`config.mk`:
```
export PLATFORM = sky130hd
export DESIGN_NAME = stack_exec_unit
export DESIGN_NICKNAME = d
export VERILOG_FILES = /design/src/rtl/stack_exec_unit_pkg.sv /design/src/rtl/stack_exec_unit_alu.sv /design/src/rtl/stack_exec_unit.sv
export SDC_FILE = /design/constraint.sdc
export NUM_CORES = 2
export LEC_CHECK = 0
export BUFFER_PORTS_ARGS = -buffer_cell sky130_fd_sc_hd__buf_2
export CORE_MARGIN = 5
export CORE_UTILIZATION = 50
export DETAILED_ROUTE_END_ITERATION = 10
export GPL_ROUTABILITY_DRIVEN = 1
export MAX_ROUTING_LAYER = met4
export PLACE_DENSITY = 0.65
export SYNTH_ARGS = -nofsm -noshare
export SYNTH_HDL_FRONTEND = slang
export SYNTH_SLANG_ARGS = --single-unit
```
`constraint.sdc`:
```
create_clock -name clk -period 122.4 [get_ports clk]
set_input_delay 36.72 -clock clk [delete_from_list [all_inputs] [get_ports clk]]
set_output_delay 36.72 -clock clk [all_outputs]
set_load 0.05 [all_outputs]
```
`src/rtl/stack_exec_unit_pkg.sv`:
```
// Shared definitions for the stack CPU operand-stack execution engine:
// opcodes, FSM states, error codes and small decode helpers.
package stack_exec_unit_pkg;

  localparam int OPCODE_W = 5;

  typedef enum logic [OPCODE_W-1:0] {
    OP_PUSH_IMM = 5'b00000,
    OP_ADD      = 5'b00001,
    OP_SUB      = 5'b00010,
    OP_MUL      = 5'b00011,
    OP_DIV      = 5'b00100,
    OP_MOD      = 5'b00101,
    OP_AND      = 5'b00110,
    OP_OR       = 5'b00111,
    OP_INVERT   = 5'b01000,
    OP_DUP      = 5'b01001,
    OP_SWAP     = 5'b01010,
    OP_DROP     = 5'b01011,
    OP_HALT     = 5'b11111
  } opcode_t;

  typedef enum logic [2:0] {
    S_FETCH,
    S_DECODE,
    S_POP2,
    S_POP1,
    S_PUSH,
    S_PUSH2,
    S_HALTED,
    S_ERROR
  } state_t;

  typedef enum logic [2:0] {
    ERR_NONE      = 3'b000,
    ERR_UNDERFLOW = 3'b001,
    ERR_OVERFLOW  = 3'b010,
    ERR_DIV0      = 3'b011,
    ERR_ILLEGAL   = 3'b100
  } err_t;

  function automatic logic is_legal(input logic [OPCODE_W-1:0] code);
    return (code <= 5'b01011) || (code == 5'b11111);
  endfunction

  function automatic logic [1:0] operands_needed(input opcode_t op);
    case (op)
      OP_PUSH_IMM, OP_HALT:         return 2'd0;
      OP_INVERT, OP_DUP, OP_DROP:   return 2'd1;
      default:                      return 2'd2;
    endcase
  endfunction

endpackage

```
`src/rtl/stack_exec_unit_alu.sv`:
```
// Combinational ALU for the stack engine: result = A op B (INVERT uses B only).
module stack_alu
  import stack_exec_unit_pkg::*;
#(
  parameter int DATA_WIDTH = 32
) (
  input  logic [OPCODE_W-1:0]   op,
  input  logic [DATA_WIDTH-1:0] a,
  input  logic [DATA_WIDTH-1:0] b,
  output logic [DATA_WIDTH-1:0] result
);

  always_comb begin
    result = '0;
    case (opcode_t'(op))
      OP_ADD:    result = a + b;
      OP_SUB:    result = a - b;
      OP_MUL:    result = a * b;
      // zero divisor never reaches here legally; force a defined value anyway
      OP_DIV:    result = (b == '0) ? '0 : a / b;
      OP_MOD:    result = (b == '0) ? '0 : a % b;
      OP_AND:    result = a & b;
      OP_OR:     result = a | b;
      OP_INVERT: result = ~b;
      default:   result = '0;
    endcase
  end

endmodule

```
`src/rtl/stack_exec_unit.sv`:
```
// Operand-stack execution engine: accepts instructions over valid/ready and
// executes them with a multi-cycle FSM, with sticky halt and error status.
module stack_exec_unit
  import stack_exec_unit_pkg::*;
#(
  parameter int DATA_WIDTH  = 32,
  parameter int STACK_DEPTH = 16,
  parameter int INSTR_WIDTH = 16,
  parameter int IMM_WIDTH   = INSTR_WIDTH - 5,
  parameter int DEPTH_W     = $clog2(STACK_DEPTH + 1)
) (
  input  logic                   clk,
  input  logic                   reset,
  input  logic [INSTR_WIDTH-1:0] instr_i,
  input  logic                   instr_valid,
  output logic                   instr_ready,
  output logic                   instr_done,
  output logic [DATA_WIDTH-1:0]  tos,
  output logic [DEPTH_W-1:0]     depth,
  output logic                   busy,
  output logic                   halted,
  output logic                   error,
  output logic [2:0]             err_code
);

  localparam int PTR_W = $clog2(STACK_DEPTH);

  logic [DATA_WIDTH-1:0]  stack [STACK_DEPTH];
  logic [DEPTH_W-1:0]     depth_q;
  state_t                 state;
  err_t                   err_q, dec_err;
  logic [INSTR_WIDTH-1:0] instr_q;
  logic [DATA_WIDTH-1:0]  opa, opb, alu_res, imm_ext;
  logic [PTR_W-1:0]       top_idx, nos_idx, push_idx;
  logic [OPCODE_W-1:0]    op_bits;
  logic [IMM_WIDTH-1:0]   imm;
  opcode_t                op;

  assign op_bits  = instr_q[INSTR_WIDTH-1 -: OPCODE_W];
  assign op       = opcode_t'(op_bits);
  assign imm      = instr_q[IMM_WIDTH-1:0];
  assign imm_ext  = DATA_WIDTH'($signed(imm));
  assign top_idx  = PTR_W'(depth_q - DEPTH_W'(1));
  assign nos_idx  = PTR_W'(depth_q - DEPTH_W'(2));
  assign push_idx = PTR_W'(depth_q);

  stack_alu #(.DATA_WIDTH(DATA_WIDTH)) u_alu (
    .op     (op_bits),
    .a      (opa),
    .b      (opb),
    .result (alu_res)
  );

  // All checks resolve in DECODE so a faulting instruction never touches the stack.
  always_comb begin
    dec_err = ERR_NONE;
    if (!is_legal(op_bits))
      dec_err = ERR_ILLEGAL;
    else if (depth_q < DEPTH_W'(operands_needed(op)))
      dec_err = ERR_UNDERFLOW;
    else if ((op == OP_PUSH_IMM || op == OP_DUP) && depth_q == DEPTH_W'(STACK_DEPTH))
      dec_err = ERR_OVERFLOW;
    else if ((op == OP_DIV || op == OP_MOD) && stack[top_idx] == '0)
      dec_err = ERR_DIV0;
  end

  always_ff @(posedge clk) begin
    if (reset) begin
      state      <= S_FETCH;
      depth_q    <= '0;
      err_q      <= ERR_NONE;
      instr_done <= 1'b0;
      instr_q    <= '0;
      opa        <= '0;
      opb        <= '0;
    end else begin
      instr_done <= 1'b0;
      case (state)
        S_FETCH: begin
          if (instr_valid) begin
            instr_q <= instr_i;
            state   <= S_DECODE;
          end
        end
        S_DECODE: begin
          if (dec_err != ERR_NONE) begin
            err_q <= dec_err;
            state <= S_ERROR;
          end else begin
            case (op)
              OP_PUSH_IMM, OP_DUP: begin
                state      <= S_PUSH;
                instr_done <= 1'b1;
              end
              OP_DROP: begin
                state      <= S_POP1;
                instr_done <= 1'b1;
              end
              OP_INVERT: state <= S_POP1;
              OP_HALT:   state <= S_HALTED;
              default:   state <= S_POP2;
            endcase
          end
        end
        S_POP2: begin
          opa   <= stack[nos_idx];
          state <= S_POP1;
        end
        S_POP1: begin
          if (op == OP_DROP) begin
            depth_q <= depth_q - DEPTH_W'(1);
            state   <= S_FETCH;
          end else begin
            opb        <= stack[top_idx];
            state      <= S_PUSH;
            instr_done <= (op != OP_SWAP);
          end
        end
        S_PUSH: begin
          state <= S_FETCH;
          case (op)
            OP_PUSH_IMM: begin
              stack[push_idx] <= imm_ext;
              depth_q         <= depth_q + DEPTH_W'(1);
            end
            OP_DUP: begin
              stack[push_idx] <= stack[top_idx];
              depth_q         <= depth_q + DEPTH_W'(1);
            end
            OP_INVERT: stack[top_idx] <= alu_res;
            OP_SWAP: begin
              stack[nos_idx] <= opb;
              state          <= S_PUSH2;
              instr_done     <= 1'b1;
            end
            default: begin
              stack[nos_idx] <= alu_res;
              depth_q        <= depth_q - DEPTH_W'(1);
            end
          endcase
        end
        S_PUSH2: begin
          stack[top_idx] <= opa;
          state          <= S_FETCH;
        end
        default: state <= state;
      endcase
    end
  end

  assign instr_ready = (state == S_FETCH);
  assign busy        = !(state == S_FETCH || state == S_HALTED || state == S_ERROR);
  assign halted      = (state == S_HALTED);
  assign error       = (state == S_ERROR);
  assign err_code    = err_q;
  assign depth       = depth_q;
  assign tos         = (depth_q == '0) ? '0 : stack[top_idx];

endmodule

```
; After elaboration in Yosys (flattened, before gate mapping)
; Memories as Yosys holds them, arrays and structs flattened. A register that Yosys moved wholly into a read port is not among the register bits.
; Index checks and enable logic that the tools add are counted.
[op_classes]
addsub = 5
n_mul = 1
div_mod_pow = 2
order_cmp = 2
eq_ne = 24
shift = 0
mux = 55
bitwise = 7
n_reduce_logical = 30
[ops]
columns = cell, count
row1 = $mux W32, 8
row2 = $pmux W32 S8, 1
row3 = $logic_not A32 Y1, 2
row4 = $reduce_or A32 Y1, 2
row5 = $add A32 B32 Y32, 1
row6 = $and A32 B32 Y32, 1
row7 = $div A32 B32 Y32, 1
row8 = $mod A32 B32 Y32, 1
row9 = $mul A32 B32 Y32, 1
row10 = $not A32 Y32, 1
row11 = $or A32 B32 Y32, 1
row12 = $sub A32 B32 Y32, 1
row13 = $mux W1, 28
row14 = $eq A5 B3 Y1 const B, 4
row15 = $eq A5 B4 Y1 const B, 4
row16 = $pmux W5 S2, 2
row17 = $pmux W3 S6, 1
row18 = $mux W3, 5
row19 = $eq A3 B3 Y1 const B, 4
row20 = $eq A5 B2 Y1 const B, 2
row21 = $eq A5 B5 Y1 const B, 2
row22 = $logic_not A5 Y1, 2
row23 = $pmux W3 S3, 1
row24 = $mux W2, 4
row25 = other kinds (28), 46
[word_totals]
regBits = 60
latch_bits = 0
ram_bits = 512
mem_bits_ro = 0
in_bits = 19
output_inout_bits = 45
elab_cells = 133
n_memories = 1
[mem_list]
columns = memory, depth, word_bits, read_ports, rd_ports_with_merged_regs, write_ports, line_no
row1 = stack, 16, 32, 2, 1, 1, stack_exec_unit.sv:28  ; logic [DATA_WIDTH-1:0] stack [STACK_DEPTH];

; Logic depth before layout (Yosys ltp)
; An unclocked memory read counts as a cell.
[logic_depth]
depth_word = 11
ltp_mapped = 355
mapped_depth_nobuf = 329

; By module
; A second synthesis with hierarchy kept.
[hier_totals]
hier_cells = 8780
hier_area_um2 = 79028.3
[modules_own_cells]
columns = mod, instances, cells_each, area_per_inst_um2, seq_area_each_um2
row1 = stack_alu, 1, 6922, 49847.8, 0.0
row2 = stack_exec_unit, 1, 1858, 29180.5, 17216.5

; Worst setup path before layout
; Ideal clock, no wire load.
[synth_path]
path_type = register to register
from = register opb[0], read port of stack
to = memory stack[0][22], data pin
t_arrival_ns = 70.319
required_time_ns = 122.008
slack_ns = 51.689
path_stages_with_launch = 314
n_path_buf = 43
synth_period_minus_slack_ns = 70.711
path_cell_list = dfxtp_1 clkbuf_1 inv_1 ha_1 nor2_1 nor2_1 nand4_4 nand2_1 o21ai_0 ha_1 o21ai_0 nand2b_1 o2111a_1 o32ai_2 o21bai_1 ha_1 o211ai_1 a21oi_1 (+278 left out) clkbuf_1 nand2_1 o21ai_0 ha_1 a21o_1 a21oi_1 o21bai_1 o41ai_1 o221ai_1 a21oi_1 o21bai_1 a2111oi_0 o21ai_0 nand4_1 a21oi_1 clkbuf_1 buf_1 o41ai_1
[synth_between]
elab_chain_cells = 6
[synth_lines]
columns = item, line_no
row1 = from (decl), stack_exec_unit.sv:33  ; logic [DATA_WIDTH-1:0] opa, opb, alu_res, imm_ext;
row2 = $mod A32 B32 Y32 (tied with other cells), stack_exec_unit_alu.sv:21  ; OP_MOD: result = (b == '0) ? '0 : a % b;
row3 = $mux W32 (on tied branches), "stack_exec_unit_alu.sv:21, stack_exec_unit_alu.sv:20"
row4 = $pmux W32 S8 *, stack_exec_unit_alu.sv:15  ; case (opcode_t'(op))
row5 = $mux W32 (no source line) (2 in series), --
row6 = $mux W32 (no source line) *, --
row7 = to (decl), stack_exec_unit.sv:28
; Mark *: on every way between the ends. The rest lies on a longest branch, timed or not.

; Worst setup path after layout
[layout_path]
from = register opb[31], read port of stack
to = memory stack[5][20], data pin
; Same word-level chain as after synthesis.

==> metrics.txt <==
post-route clock period utilization=0.718; area occupied by multi-input gates=roughly 56000 µm²; total CTS buffers=52; Hold Crit Class=flop to flop; Final min period=just under 90000 ps; All-Layer GR Usage=0.407; syn avg cell area=approximately 9 µm²; synthesized cell area=76600 µm²; r2r setup slk=34520 ps; clock transition at the registers of the reported paths=70 ps; final hold violations=0; Reg area=17200 µm²; Die H=around 400 µm; Slew Limit Fails=0; HPWL after detailed placement=around 250000 µm; critical path class=flop to flop; Worst slew margin=0.118; Overflow after GRT=0; Area contributors post-synth=edfxtp_1, ha_1, fa_1, mux4_2, nand2_1; f_max=11.4 MHz; DRC=0; Post-synth top cells=nand2_1, ha_1, nor2_1; maxcap violations=0; most frequent CP cell=ha_1; Area Growth Syn to Fin=6.77%; outcome=complete, no violations; Seq cells post-synth=between 600 and 700; Post-Syn Nets=9619; Die X=401 µm; initial antenna violation count=20; Synth top area share=0.201; Post-Synthesis Cells=8495; Syn. warnings=0; crit path max fanout=43; Post-CTS Hold Fix Bufs=0; CTS tree=built; gpl congestion=1.10; site row count=around 140; IO Count=64; ys flop type=edfxtp_1; crit path capture type=flop; number of fillers in the final layout=14000; Initial Util=0.504; first-pass GRT wire length=471000 µm; vias=70100; worst hold start=instr_q[3]; Critical Path RT=roughly 120000 ps; Critical Path AT=88100 ps; PortBufs=63; Clock Sinks=604; Detail Route Antenna Nets=0; CP Buf/Inv Count=16; CP Launch Type=flop; drt wl/cell=roughly 31 µm; Clock Path Buffers=3; CP max stage cell=a2111oi_0; RR Endpoint=stack[5][20]; Root Driver=clkbuf_16; core area=approximately 150000 µm²; initial DRC count=around 8000; Layout Skew=around 77 ps; postcts setup bufs=0; H-tree Lvls=2; EDFF count, synth=approximately 510; Initial DRT Pass Iterations=7; Async SR Flop Fraction=0; post-cts sizing count=0; via-per-instance ratio=6.68; Seq/Total Area, Yosys=0.225; number of global-route vias before repair=68300; WHS Endpoint=instr_q[3]; layout net count=9532; FF-to-FF Start=opb[31]; Worst Reg-to-Reg Cells=293; hold depth=2; most frequent cell after synthesis=nand2_1; Clock Latency Late Sink=around 660 ps; final WL=between 300000 and 400000 µm; Distinct cells, synth=114; die outline area=161000 µm²; unrepaired setup endpoints after global routing=no; largest net degree at the start of global routing=63; Sum Neg Setup Slack=0 ps; Setup violations, final=0; biggest area consumer among synthesized cells=edfxtp_1; Least-Margin Pin Slew=1320 ps; critical path's largest stage delay=1050 ps; layout cell share with drive strength beyond 1=0.113; Top Family by Delay on Critical Path=compound AO/OA/AOI/OAI gates
## worst min-delay path: stages, from the launching register on
cell and delay [ps]:
dfxtp_1 310, nand2_1 50, a21oi_1 50
## final cells by class
type,instances,area share
Tap cell,2030,0.0311
Multi-Input combinational cell,6789,0.679
Clock buffer,57,0.0161
Timing Repair Buffer,295,0.0252
Clock inverter,40,0.00672
Antenna cell,21,0.000643
Inverter,666,0.0306
Sequential cell,604,0.211
## state kept, by name, indices dropped and copies added (netlist names)
name	count
stack	512
opa	32
opb	32
instr_q	16
depth	5
err_code	3
state	3
instr_done	1
## cells by family after synthesis
kind of cell             Yosys count  synth area share
multiplexers                     434             0.110
flip-flops                       604             0.225
buffers and inverters           1102            0.0549
XOR/XNOR                         514            0.0588
adder cells (fa/ha/maj)         1105             0.221
AND/OR/NAND/NOR                 2744             0.162
AO/OA/AOI/OAI                   1992             0.169
## worst max path at each step
stage | start | endpoint | slack [ps] | depth (start not counted)
2_1_floorplan | opb[0] | stack[0][22] | 51690 | 313
3_3_place_gp | opb[31] | stack[10][20] | 38270 | 296
3_5_place_dp | opb[31] | stack[10][20] | 37090 | 294
4_1_cts | opb[31] | stack[5][20] | 36680 | 295
5_1_grt | opb[31] | stack[5][20] | 29570 | 301
6_report | opb[31] | stack[5][20] | 34520 | 293
## metal layers
layer / track usage / share of wire
met1: 0.499 / 0.38
met2: 0.620 / 0.44
met3: 0.0924 / 0.11
met4: 0.234 / 0.074
met5: - / 0
## stage by stage
step	utilization	hold slack (ps)	cell area, µm²	setup WS, ps	std cells
floorplan	-	436	76600	51690	8495
global placement	0.525	443	79900	38270	10400
detailed placement	0.525	449	79900	37090	10400
CTS	0.537	458	81700	36680	10500
global route	0.538	469	81800	29570	10500
finish	0.538	459	81800	34520	10500
## cells in the final DEF (no fill, tap or decap), types with 80 or more instances in the layout
cell      instances
nor3_1          143
o21ai_0         315
xor2_1          192
fa_1            410
o21a_1          133
a31oi_1          81
dfxtp_1          84
buf_4           233
nor2b_1         103
ha_1            693
nand3_1         122
a21oi_1         611
and2_1          104
a21o_1          203
edfxtp_1        512
inv_1           650
nand2_1        1198
o211ai_1         80
xnor2_1         319
nor2_1          656
mux4_2          320
Power is left out: the tool's default activity adds up to more than one toggle a clock period on the data nets, which glitch-free logic cannot reach.
